### config.mk
export PLATFORM = sky130hd
export DESIGN_NAME = pipe_stage_buffer
export DESIGN_NICKNAME = d
export VERILOG_FILES = /design/src/rtl/pipe_stage_buffer.sv
export SDC_FILE = /design/constraint.sdc
export NUM_CORES = 1
export LEC_CHECK = 0
export BUFFER_PORTS_ARGS = -buffer_cell sky130_fd_sc_hd__buf_2
export CAP_MARGIN = 5
export CORE_MARGIN = 1.5
export CORE_UTILIZATION = 55
export DETAILED_ROUTE_END_ITERATION = 6
export GPL_TIMING_DRIVEN = 0
export HOLD_SLACK_MARGIN = 0.06
export PLACE_DENSITY = 0.84
export SKIP_CTS_REPAIR_TIMING = 1
export SLEW_MARGIN = 20
export SYNTH_ARGS = -nofsm -noshare
export SYNTH_HDL_FRONTEND = slang
export SYNTH_SLANG_ARGS = --single-unit
export TNS_END_PERCENT = 5
### constraint.sdc
create_clock -name clk -period 2.3 [get_ports clk]
set_input_delay 0.46 -clock clk [delete_from_list [all_inputs] [get_ports clk]]
set_output_delay 0.46 -clock clk [all_outputs]
set_load 0.05 [all_outputs]
### src/rtl/pipe_stage_buffer.sv
// pipe_stage_buffer: valid/ready pipeline register with stall counting,
// synchronous flush with bubble insertion and an optional 2-entry skid
// buffer that keeps in_ready registered while sustaining one bundle per clock.
module pipe_stage_buffer #(
  parameter int                DATA_W      = 165,
  parameter int                CTRL_W      = 17,
  parameter logic [CTRL_W-1:0] CTRL_BUBBLE = '0,
  parameter int                SKID        = 1,
  parameter int                CNT_W       = 16
) (
  input  logic              clk,
  input  logic              rst_n,
  input  logic              flush,
  input  logic              in_valid,
  output logic              in_ready,
  input  logic [DATA_W-1:0] in_data,
  input  logic [CTRL_W-1:0] in_ctrl,
  output logic              out_valid,
  input  logic              out_ready,
  output logic [DATA_W-1:0] out_data,
  output logic [CTRL_W-1:0] out_ctrl,
  output logic [1:0]        occupancy,
  output logic [CNT_W-1:0]  stall_cnt
);

  // The state value is the number of valid entries, so it doubles as occupancy.
  typedef enum logic [1:0] {
    EMPTY = 2'd0,
    ONE   = 2'd1,
    TWO   = 2'd2
  } state_t;

  state_t              state_reg;
  logic [DATA_W-1:0]   m_data_reg;
  logic [CTRL_W-1:0]   m_ctrl_reg;
  logic [DATA_W-1:0]   s_data_reg;
  logic [CTRL_W-1:0]   s_ctrl_reg;
  logic                live_reg;
  logic [CNT_W-1:0]    stall_cnt_reg;

  logic                m_valid;
  logic                s_valid;
  logic                accept;
  logic                pop;

  assign m_valid = (state_reg != EMPTY);
  assign s_valid = (state_reg == TWO);

  // With a skid slot, in_ready depends only on registered state (plus flush),
  // so out_ready never reaches in_ready combinationally. Without it, a full
  // main slot can still accept when the head leaves in the same cycle.
  generate
    if (SKID != 0) begin : g_skid
      assign in_ready = live_reg & ~s_valid & ~flush;
    end else begin : g_single
      assign in_ready = live_reg & (~m_valid | out_ready) & ~flush;
    end
  endgenerate

  // in_ready already excludes flush, so accept can never fire during a flush.
  assign accept = in_valid & in_ready;
  assign pop    = m_valid & out_ready;

  assign out_valid = m_valid;
  assign out_data  = m_data_reg;
  assign out_ctrl  = m_ctrl_reg;
  assign occupancy = state_reg;
  assign stall_cnt = stall_cnt_reg;

  // Holds in_ready low through reset and for the first edge after release.
  always_ff @(posedge clk or negedge rst_n) begin
    if (!rst_n) begin
      live_reg <= 1'b0;
    end else begin
      live_reg <= 1'b1;
    end
  end

  // Slot occupancy FSM: moves bundles into M/S and empties them on pop or flush.
  always_ff @(posedge clk or negedge rst_n) begin
    if (!rst_n) begin
      state_reg  <= EMPTY;
      m_data_reg <= '0;
      m_ctrl_reg <= CTRL_BUBBLE;
      s_data_reg <= '0;
      s_ctrl_reg <= CTRL_BUBBLE;
    end else if (flush) begin
      // Kill everything; M_data keeps its stale value but ctrl becomes a NOP.
      state_reg  <= EMPTY;
      m_ctrl_reg <= CTRL_BUBBLE;
    end else begin
      case (state_reg)
        EMPTY: begin
          if (accept) begin
            m_data_reg <= in_data;
            m_ctrl_reg <= in_ctrl;
            state_reg  <= ONE;
          end
        end
        ONE: begin
          if (accept && pop) begin
            m_data_reg <= in_data;
            m_ctrl_reg <= in_ctrl;
          end else if (accept && (SKID != 0)) begin
            // Head is stalled: park the new bundle behind it.
            s_data_reg <= in_data;
            s_ctrl_reg <= in_ctrl;
            state_reg  <= TWO;
          end else if (pop) begin
            m_ctrl_reg <= CTRL_BUBBLE;
            state_reg  <= EMPTY;
          end
        end
        TWO: begin
          if (pop) begin
            m_data_reg <= s_data_reg;
            m_ctrl_reg <= s_ctrl_reg;
            state_reg  <= ONE;
          end
        end
        default: begin
          m_ctrl_reg <= CTRL_BUBBLE;
          state_reg  <= EMPTY;
        end
      endcase
    end
  end

  // Saturating count of cycles in which a valid head is held by downstream.
  always_ff @(posedge clk or negedge rst_n) begin
    if (!rst_n) begin
      stall_cnt_reg <= '0;
    end else if (m_valid && !out_ready && (stall_cnt_reg != {CNT_W{1'b1}})) begin
      stall_cnt_reg <= stall_cnt_reg + 1'b1;
    end
  end

endmodule

## Word level (Yosys, flattened, before mapping)

Index checks and enable logic that the tools add are counted.

- Flip-flop bits (word level): 383
- Input bits: 187

- Add/sub/neg operators: 1
- Eq/ne operators: 12
- Mux-type cells: 18
- Bitwise logic cells: 7
- Reductions and logical operators: 11

Operators by type and width:

| cell | count |
|---|---|
| 165-bit two-way mux | 3 |
| 165-bit one-hot mux with 3 select lines | 1 |
| 17-bit two-way mux | 6 |
| 17-bit one-hot mux with 3 select lines | 1 |
| 16-bit by 1-bit adder with 16-bit output (second input constant) | 1 |
| 16-bit inequality test (second input constant) | 1 |
| 2-bit two-way mux | 6 |
| 4-bit inequality test (second input constant) | 3 |
| 4-bit AND reduction | 3 |
| 3-bit inequality test (second input constant) | 2 |
| 2-bit one-hot mux with 3 select lines | 1 |
| 5-bit AND reduction | 1 |
| 1-bit AND | 4 |
| 2-bit inequality test (second input constant) | 2 |
| 1-bit logical AND | 3 |
| 3-bit by 2-bit inequality test with 1-bit output (second input constant) | 1 |
| 1-bit inverter | 3 |
| 3-bit nonzero test | 1 |
| 2-bit by 1-bit == test with 1-bit output (second input constant) | 1 |
| 2-bit == test (second input constant) | 1 |
| 2-bit zero test | 1 |
| 2-bit by 1-bit inequality test with 1-bit output (second input constant) | 1 |
| 2-bit nonzero test | 1 |
| 1-bit zero test | 1 |

## Longest topological paths before layout

- Depth after elaboration: 9
- Gate-level depth with buffers: 8
- Gate-level depth less buffers: 5

## Worst setup path before layout

Ideal clock, no wire load.

- Path kind: register -> output
- Start: reg state_reg[0] (netlist: occupancy[0])
- End: out in_ready
- Arrival: 2.638 ns
- Setup slack: -0.798 ns
- Stages on the path, launching flop included: 8
- Buffers on the path: 5
- Path through: dfrtp_1 -> buf_4 -> nor2b_2 -> buf_4 -> buf_6 -> buf_2 -> buf_2 -> nor3b_1

- Cells in the longest elaborated chain, start to end: 4

Ends and longest elaborated chain:

| what | RTL line | RTL |
|---|---|---|
| start: declaration | 33 | `state_t state_reg;` |
| start signal: assignment | 82 | `state_reg <= EMPTY;` |
| start signal: assignment | 89 | `state_reg <= EMPTY;` |
| start signal: assignment | 97 | `state_reg <= ONE;` |
| 2-bit == test | 47 | `assign s_valid = (state_reg == TWO);` |
| 1-bit inverter | 54 | `assign in_ready = live_reg & ~s_valid & ~flush;` |
| 1-bit AND (2 in a row) | 54 |  |
| end: declaration | 15 | `output logic in_ready,` |

Every way passes these cells.

## Worst setup path in the final report

- Start: reg state_reg[1] (netlist: occupancy[1])
- End: out in_ready

Same word-level chain as after synthesis.

==> flow_results.org <==
** Status
- Run status :: completed

** Floorplan
- In this run the horizontal extent of the chip is around 180 um.
- Vertical die dimension :: roughly 180 um
- Starting utilization of the core area :: 55.6%
- The floorplan has 65 rows.
- Die area :: roughly 0.033 sq mm
- Area of the core :: 0.0314 sq mm
- I/O pin count :: around 400

** Critical path
- CP most frequent cell :: buf_6
- Together, buffers and inverters on the worst path number 3.
- Category of cells accounting for the largest share of critical-path delay :: buffers and inverters
- Data required time at the worst endpoint :: between 1500 and 2000 ps
- Kind of end point of the critical path :: output pin
- On the worst path, the slowest cell contributes a delay of roughly 420 ps.
- STA classifies the critical path startpoint as a flop.
- The slowest stage of the critical path belongs to the cell dfrtp_2.
- Crit-path cells :: nor2b_4 > buf_12 > buf_6 > nor3b_4 > buf_6
- For the worst setup path, the data arrival time is approximately 1800 ps.
- The critical path in this run is classified as reg2out.
- Along the worst path, the maximum fanout reaches 12.

** Timing
- The routed design could run at a clock period as short as 2220 ps.
- Static timing analysis puts the maximum clock frequency at ~450 MHz.
- Setup violation total in the final timing report :: 0
- Crit path setup slack, layout :: between 70 and 80 ps
- Final slew viol count :: 0
- Final setup skew :: 16.9 ps
- Setup repair after global routing left no endpoint under its margin.
- For the final routed database, the setup TNS stands at 0 ps.
- Worst rel slew slack :: 54.7%
- Worst-margin pin slew :: 678 ps
- The final hold violation count came to 0.
- Tcrit/Tclk final :: 96.6%

** Power and ir drop
- VDD sags by at most approximately 0.00061 V.
- Power Density :: 995 mW/mm^2
- Leakage power total :: around 10 nW

** Cells and area
- Nets :: 1697
- Compared with the post-synthesis result, the final layout area differs by 22.8%.
- After routing the design area is 0.0214 sq mm.
- Layout Utilization :: between 60% and 70%
- Fraction of final layout cells with drive strength greater than 1 :: approximately two thirds

** Yosys
- In this run the biggest area consumer among cell types represents 54.9% of the synthesized area.
- Unique cell type count in the Yosys netlist :: 45
- After synthesis, flip-flops and latches occupy 54.9% of the total area.
- The synthesized design contains 383 register bits.
- In this run the cell area of the synthesized design comes to between 0.015 and 0.02 sq mm.
- By area the synthesized netlist is led by dfrtp_1 55%, mux2_2 24%, mux2_4 12%.
- Per-instance average area after synthesis :: around 16 sq um
- The Yosys step of the flow raised 0 warnings.
- Summed over all instances, the cell type with the most area after synthesis is dfrtp_1.
- Counting every instance in the synthesized netlist gives 1075.
- The number of nets handed over by synthesis was 1263.

** Placement
- Routability-driven placement finished with a final weighted congestion of ~0.8.
- Buffers placed on the I/O ports in this run total a little under 400.
- Placed Area :: between 0.02 and 0.025 sq mm
- The wire-length estimate of the detail-placed layout is around 28 mm.
- Timing analysis after detailed placement gives a worst setup slack of -11.3 ps.

** Route
- In the routed design, unresolved DRC markers number 0.
- The first routing iteration left slightly below 400 violations.
- WL final :: between 40 and 50 mm
- Total via count in the routed design :: 10600
- After detailed routing, the average wire length per cell comes to about 21 um.
- The first detailed-routing pass took 4 iterations.
- Post-detailed-route via-to-cell ratio :: roughly 5.5
- The detail route stage leaves a number of antenna-violating nets equal to 0.

** GRT
- First-pass GRT wire length :: approximately 65 mm
- Global routing consumed, over all layers together, 24.9% of the routing resources.
- Initial antenna violation count :: 10
- Overflow left after global routing :: 0
- Entering global routing, the biggest net connects between 90 and 100 pins.
- Via count of the first global-routing pass :: approximately 12000

** CTS
- Buffers inserted during clock tree synthesis total slightly above 40.
- Level count of the clock H-tree :: 2
- For the worst-skew pair, the clock arrives at the later sink with an insertion delay of roughly 530 ps.
- The cell sitting at the root of the clock tree is a clkbuf_16.
- The clock drives 383 sinks.
- CTS clk-pin slew, worst paths :: around 60 ps
- Bufs on Longest Clock Path :: 3
- CTS tree :: done

** Worst hold path
- The path class of the tightest hold or removal check is in2reg.

** Run
- The tool flagged a number of max-cap violations equal to 0.
[report_power, final]
group          internal [mW]  leakage, nW  switching (mW)  total [mW]
Combinational           2.15         4.97            3.82        5.97
Sequential              8.08         4.82           0.760        8.84
Clock                   3.89        0.656            2.63        6.53
[stage by stage]
stage,hold WS (ps),total power [mW],cells
floorplan,164,13.2,1075
global placement,469,14.6,1863
detailed placement,413,14.9,1867
CTS,-137,21.5,1938
global route,156,22.2,1945
finish,176,21.3,1946
[logic make-up after synthesis]
kind of cell | count (synthesis) | share of synthesized area (%)
muxes | 515 | 36.1
other | 1 | 0.0215
buffers and inverters | 71 | 4.36
adders and majority gates | 1 | 0.0717
DFF | 383 | 54.9
xor gates and xnor gates | 12 | 0.602
AOI/OAI and AO/OA | 49 | 2.38
and+or+nand+nor | 43 | 1.54
[synth_stat cells, drive strengths merged]
cell type	n
and4	4
a21o	1
o22a	1
dfrtp	383
conb	1
clkbuf	2
buf	67
nor4bb	1
and3	5
a22oi	17
nor3b	1
xnor2	9
xor2	3
nand4	4
ha	1
nand4bb	1
nor2b	2
inv	2
o2bb2ai	17
nand2	6
a21oi	6
a31oi	1
o41ai	1
mux2i	1
nand2b	1
or3	1
o21bai	1
o21ai	1
and3b	2
or2	1
nand3	7
nor2	4
o21ba	1
mux2	514
a41oi	2
nor3	3
[layout make-up]
class	instances	area (sq um)
fill	2148	9960
sequential	383	9590
multi-input combinational	621	7130
timing repair buffer	393	2100
clock buffer	61	1220
buffer	67	759
tap	402	503
clock inverter	10	106
antenna	7	17.5
inverter	2	7.51
[routing by layer]
layer / GRT usage [%] / part of all wire, %
met4: 9.83 / 3.7
met1: 31.1 / 41
met5: 0 / 0.051
met2: 41.2 / 49
met3: 6.55 / 5.9
[worst paths after layout]
check / from / end / slack, ps / depth (start not counted)
worst max-delay path: occupancy[1]$_DFFE_PN0P_ / in_ready / 80 / 5
worst min-delay path: in_data[145] / s_data_reg[145]$_DFFE_PN0P_ / 180 / 2
worst max register to register: occupancy[0]$_DFFE_PN0P_ / out_data[112]$_DFFE_PN0P_ / 220 / 6
worst min register to register: out_ctrl[5]$_DFFE_PN0P_ / out_ctrl[5]$_DFFE_PN0P_ / 490 / 1
max in group asynchronous: rst_n / out_data[31]$_DFFE_PN0P_ / 630 / 4
min in group asynchronous: rst_n / out_data[102]$_DFFE_PN0P_ / 460 / 2
[layout by cell type (no fill, tap or decap), types with 6 or more instances in the layout]
| master | count |
|---|---|
| a22oi_1 | 17 |
| buf_12 | 16 |
| buf_2 | 402 |
| buf_6 | 26 |
| clkbuf_1 | 12 |
| clkbuf_16 | 44 |
| clkbuf_8 | 8 |
| clkinv_2 | 6 |
| dfrtp_1 | 381 |
| diode_2 | 7 |
| mux2_2 | 379 |
| mux2_4 | 135 |
| nand3_1 | 7 |
| o2bb2ai_1 | 17 |
| xnor2_1 | 9 |
No activity file was read; power rests on OpenSTA's default activity.
